## src/rtl/gen_prod.sv

```systemverilog
// gen_prod: registered partial-product generator for the 6x6 multiplier datapath.
// Builds the WxW AND array of partial products and the exact product (shift-add
// of the array rows). Both are captured in one pipeline stage that carries a
// valid flag.
// Ports:
//   clk       - rising-edge clock
//   rst       - asynchronous, active-high reset
//   in_valid  - x/y carry a valid operand pair this cycle
//   x         - multiplicand, unsigned, W bits
//   y         - multiplier, unsigned, W bits
//   P         - flattened partial products; row i (bit y[i]) sits at P[i*W +: W], registered
//   prod      - exact product x*y, 2W bits, registered
//   out_valid - P/prod hold the result of the last accepted operand pair
module gen_prod #(
    parameter int unsigned W = 6
) (
    input  logic             clk,
    input  logic             rst,
    input  logic             in_valid,
    input  logic [W-1:0]     x,
    input  logic [W-1:0]     y,
    output logic [W*W-1:0]   P,
    output logic [2*W-1:0]   prod,
    output logic             out_valid
);

    localparam int unsigned PW = W * W;
    localparam int unsigned RW = 2 * W;

    logic [PW-1:0] pp_c;
    logic [RW-1:0] sum_c;

    // AND array: each row is x gated by one multiplier bit
    always_comb begin
        pp_c = '0;
        for (int unsigned i = 0; i < W; i++) begin
            pp_c[i*W +: W] = x & {W{y[i]}};
        end
    end

    // Exact product: add each row shifted by its multiplier-bit weight
    always_comb begin
        sum_c = '0;
        for (int unsigned i = 0; i < W; i++) begin
            sum_c = sum_c + (RW'(pp_c[i*W +: W]) << i);
        end
    end

    // Output stage: load on valid input, otherwise hold data and drop valid
    always_ff @(posedge clk or posedge rst) begin
        if (rst) begin
            P         <= '0;
            prod      <= '0;
            out_valid <= 1'b0;
        end else if (in_valid) begin
            P         <= pp_c;
            prod      <= sum_c;
            out_valid <= 1'b1;
        end else begin
            out_valid <= 1'b0;
        end
    end

endmodule

```

## config.mk

```make
export PLATFORM = sky130hd
export DESIGN_NAME = gen_prod
export DESIGN_NICKNAME = d
export VERILOG_FILES = /design/src/rtl/gen_prod.sv
export SDC_FILE = /design/constraint.sdc
export NUM_CORES = 1
export LEC_CHECK = 0
export ABC_CLOCK_PERIOD_IN_PS = 1920
export CORE_MARGIN = 4
export CORE_UTILIZATION = 40
export CTS_BUF_LIST = sky130_fd_sc_hd__clkbuf_16
export CTS_CLUSTER_DIAMETER = 80
export DETAILED_ROUTE_END_ITERATION = 10
export MAX_ROUTING_LAYER = met4
export PLACE_DENSITY = 0.66
export RECOVER_POWER = 50
export SYNTH_ARGS = -nofsm -noshare
export SYNTH_HDL_FRONTEND = slang
export SYNTH_SLANG_ARGS = --single-unit
```

## constraint.sdc

```tcl
create_clock -name clk -period 1.92 [get_ports clk]
set_input_delay 0.48 -clock clk [delete_from_list [all_inputs] [get_ports clk]]
set_output_delay 0.48 -clock clk [all_outputs]
set_load 0.005 [all_outputs]
```

==> results <==
- In the final design database the tool counted 415 nets.
- The weighted congestion reported at the end of routability-driven placement is 0.885.
- Sorting the synthesized cells by area gives the leading types as sky130_fd_sc_hd__dfrtp_1 (41%), sky130_fd_sc_hd__fa_1 (12%), sky130_fd_sc_hd__mux2_2 (9.3%), sky130_fd_sc_hd__ha_1 (7.7%), sky130_fd_sc_hd__and2_1 (6.0%).
- The count of endpoints failing hold in the final timing report is 0.
- Tracing the worst setup path back leads to its startpoint at x[4].
- The cell count after synthesis came out at between 200 and 250.
- The post-route clock skew is 0 ns.
- Once the floorplan was initialized, standard cells occupied 41.9% of the core.
- At the pin with the least slew margin, the transition time is around 1.2 ns.
- The worst setup path is of the primary input to flop kind.
- The die footprint is 8690 µm².
- The standby leakage power is just over 2 nW.
- Setup repair after global routing could not meet its margin everywhere.
- The busiest layer in global routing is met2.
- The endpoint identified for the worst register-to-register timing path is prod[9]$_DFFE_PP0P_.
- The later pin in the worst-skew pair is clocked with a latency of 0.28 ns.
- After layout, the worst setup slack is -1.17 ns.
- The maximum net fanout on the critical path is 6.
- The number of flops mapped to enable cells by yosys is 0.
- Counting instances, the worst hold path has a depth of 1.
- The final setup TNS is -8.32 ns.
- The detailed-route vias per instance is 4.84.
- The number of antenna diodes in the final layout is 0.
- Entering global routing, the biggest net connects 66 pins.
- The power density over cell area is 848 nW/µm².
- The core region is 6940 µm².
- The worst setup slack for register-to-register paths is 1.05 ns.
- In this run the vertical extent of the chip is 93.2 µm.
- The count of cell types in the netlist is 36.
- After synthesis the cells add up to slightly below 3000 µm².
- Global routing used a little under a quarter of the available met1 tracks.
- The worst reg-to-reg path cell count is 3.
- The number of antenna violations at the first check in global routing is 0.
- Subtracting the final worst setup slack from the clock period gives roughly 3.1 ns.
- Clock tree synthesis selected as its root buffer the cell sky130_fd_sc_hd__clkbuf_16.
- Counting flops with an async set or reset pin after synthesis yields a share of 100%.
- Of the cells placed in the final design, the portion with a size suffix greater than 1 is 36.2%.
- The count of pins over their slew limit was 0.
- The cell taking the most area after synthesis is sky130_fd_sc_hd__dfrtp_1.
- The detail route stage leaves a number of antenna-violating nets equal to 0.
- Setup violations remaining at the end of the flow were counted as 9.
- The number of sinks on the clock net is 48.
- For this run, global-route usage on met3 was measured as 2.82%.
- The routed design has 6950 µm of wire.
- Final hold analysis gives a worst-case slack of 0.493 ns.
- Derived from the worst setup path, the maximum achievable clock frequency is 323 MHz.
- After detailed routing, the average wire length per cell comes to 15.1 µm.
- The fraction of met2 tracks used by global routing is between 20 and 30%.
- After synthesis, the mean cell area works out to 11.7 µm².
- The worst pin sits at a relative slew slack of between 15 and 20%.
- Synthesis inferred 48 register bits.
- Of the post-synthesis cell area, the dominant cell type holds 41.3%.
- The buffer depth of the longest clock path is 2.
- Once placement completed, the tool counted placed cells totaling 441.
- Of the synthesized area, sequential elements account for 41.3%.
- The worst setup path is captured at a flop.
- The detailed-route via count is 2229.
- Yosys printed 0 warnings.
- The final-layout fill cell count is about 580.
- Summed over all layers, the global routing overflow is 0.
- The reg-to-reg startpoint is prod[9]$_DFFE_PP0P_.
- The number of DRC violations after detailed routing is 0.
- The flow ran to the end, but the final reports show violations.
- The library cells used most frequently in the layout, excluding fill and tap cells, are sky130_fd_sc_hd__clkdlybuf4s50_1 (50), sky130_fd_sc_hd__buf_4 (50), sky130_fd_sc_hd__dfrtp_1 (48).
- 64 I/O pins were placed.
- The data required time of the worst path is 2.11 ns.
- During placement, the flow inserted port buffers numbering 63.
- The sum of net half-perimeters after detailed placement is 5150 µm.
- The global-route wire length before repair is 11700 µm.
- STA classifies the critical path startpoint as a primary input.
- The final reports fail on setup timing.
- The number of levels the H-tree was split into is 2.
- Across the whole layout, storage elements account for 1200 µm².
- The overall power consumption is between 3 and 4 mW.
- The detailed-routing iteration count for the pre-antenna-repair pass is 4.
- The post-route non-filler standard cell count is 461.
- The share of the clock period used by the worst path after layout is 161%.
- In this run, the number of DRC markers left after iteration 0 of detailed routing was 50.
- The area taken by multi-input logic gates is ~1700 µm².
- TritonCTS built the clock tree.
- In this run the horizontal extent of the chip is 93.2 µm.
- The CTS clock-pin slew for the worst setup and hold paths is about 0.060 ns.
- The via count of the first global-routing pass is 2389.
- The worst min-delay path category is flop to flop.
- The area growth from synthesis to final layout is 50.0%.
- Data arrives at the worst endpoint at approximately 3.3 ns.
- The capture point of the critical path is prod[10]$_DFFE_PP0P_.
- The worst-case IR drop observed on VDD is 0.439 mV.
- The worst slack after detailed placement is -2.03 ns.
- The all-layer global routing usage is between 10% and 20%.
- Synthesis produced a netlist with a net count of about 300.
- The CTS buffer count is 5.
- The commonest register cell after synthesis is sky130_fd_sc_hd__dfrtp_1.
- Across the run, the number of max-cap violations was 0.
- The site row count is 30.
[metrics by stage]
step	util, %	area (µm²)
after detailed placement	58.0	4030
after CTS	61.7	4280
after floorplan	-	3000
final	62.8	4360
after global routing	62.8	4360
after global placement	58.0	4030
[worst max-delay path: stages]
cell and delay, ns:
sky130_fd_sc_hd__buf_12 0.11, sky130_fd_sc_hd__and2_4 0.16, sky130_fd_sc_hd__fa_2 0.57, sky130_fd_sc_hd__fa_1 0.42
sky130_fd_sc_hd__fa_1 0.54, sky130_fd_sc_hd__inv_2 0.05, sky130_fd_sc_hd__fa_2 0.42, sky130_fd_sc_hd__nor2b_4 0.16
sky130_fd_sc_hd__o31ai_4 0.08, sky130_fd_sc_hd__nor2b_1 0.14, sky130_fd_sc_hd__o221ai_1 0.17
[cells in the mapped netlist (2+ instances only)]
master,instances
sky130_fd_sc_hd__o22ai_1,2
sky130_fd_sc_hd__buf_4,3
sky130_fd_sc_hd__nor2b_1,2
sky130_fd_sc_hd__a21oi_1,4
sky130_fd_sc_hd__fa_1,18
sky130_fd_sc_hd__ha_1,18
sky130_fd_sc_hd__dfrtp_1,48
sky130_fd_sc_hd__mux2i_1,2
sky130_fd_sc_hd__o21a_1,2
sky130_fd_sc_hd__o21ai_0,12
sky130_fd_sc_hd__buf_2,3
sky130_fd_sc_hd__nand2_1,9
sky130_fd_sc_hd__mux2_1,9
sky130_fd_sc_hd__xor2_1,2
sky130_fd_sc_hd__and2_1,28
sky130_fd_sc_hd__nand3_1,11
sky130_fd_sc_hd__mux2_2,24
sky130_fd_sc_hd__inv_1,33
[registers in the layout (all words and copies together), names as in the netlist]
name and count:
P 35, out_valid 1, prod 12
[cells by family after synthesis]
| logic type | Yosys count | synth area share (%) |
|---|---|---|
| and+or+nand+nor | 56 | 11.1 |
| DFF | 48 | 41.3 |
| buffers and inverters | 41 | 6.41 |
| adders and majority gates | 36 | 20.1 |
| muxes | 35 | 13.5 |
| AOI/OAI and AO/OA | 29 | 6.67 |
| xor gates and xnor gates | 3 | 0.904 |
[worst min-delay path by stage]
stage	startpoint	slack (ns)	to
floorplan	P[10]$_DFFE_PP0P_	0.48	P[10]$_DFFE_PP0P_
global route	P[24]$_DFFE_PP0P_	0.52	P[24]$_DFFE_PP0P_
finish	P[10]$_DFFE_PP0P_	0.49	P[10]$_DFFE_PP0P_
CTS	P[24]$_DFFE_PP0P_	0.50	P[24]$_DFFE_PP0P_
detailed placement	P[32]$_DFFE_PP0P_	0.48	P[32]$_DFFE_PP0P_
global placement	P[1]$_DFFE_PP0P_	0.47	P[1]$_DFFE_PP0P_
[metal layers]
layer  up-vias  part of all wire (%)  wire, µm
met4         0                   1.6       111
met3         7                   3.4       237
met5         -                     0         0
met2        56                    49      3440
met1      1112                    45      3160
li1       1054                     -         -
[layout make-up]
cell class | count | area share [%]
flip-flops and latches | 48 | 27.5
inverters | 33 | 2.84
multi-input cells | 159 | 38.6
clock buffers | 5 | 2.87
well taps | 96 | 2.75
clock inverters | 3 | 0.861
repair buffers | 117 | 24.5
[power by group]
group / switching [mW] / internal, mW / leakage [nW]
clock: 0.351 / 0.605 / 0.0789
sequential: 0.0830 / 1.17 / 0.609
combinational: 0.612 / 0.882 / 1.37
[repair_timing]
action                     in CTS  in global routing
setup endpoints to repair      10                  9
pin swaps                      22                  7
hold endpoints to repair        0                  0
resized for setup              84                  9
buffers inserted                5                  7
hold buffers                    0                  0
Power figures use the tool's default switching activity.
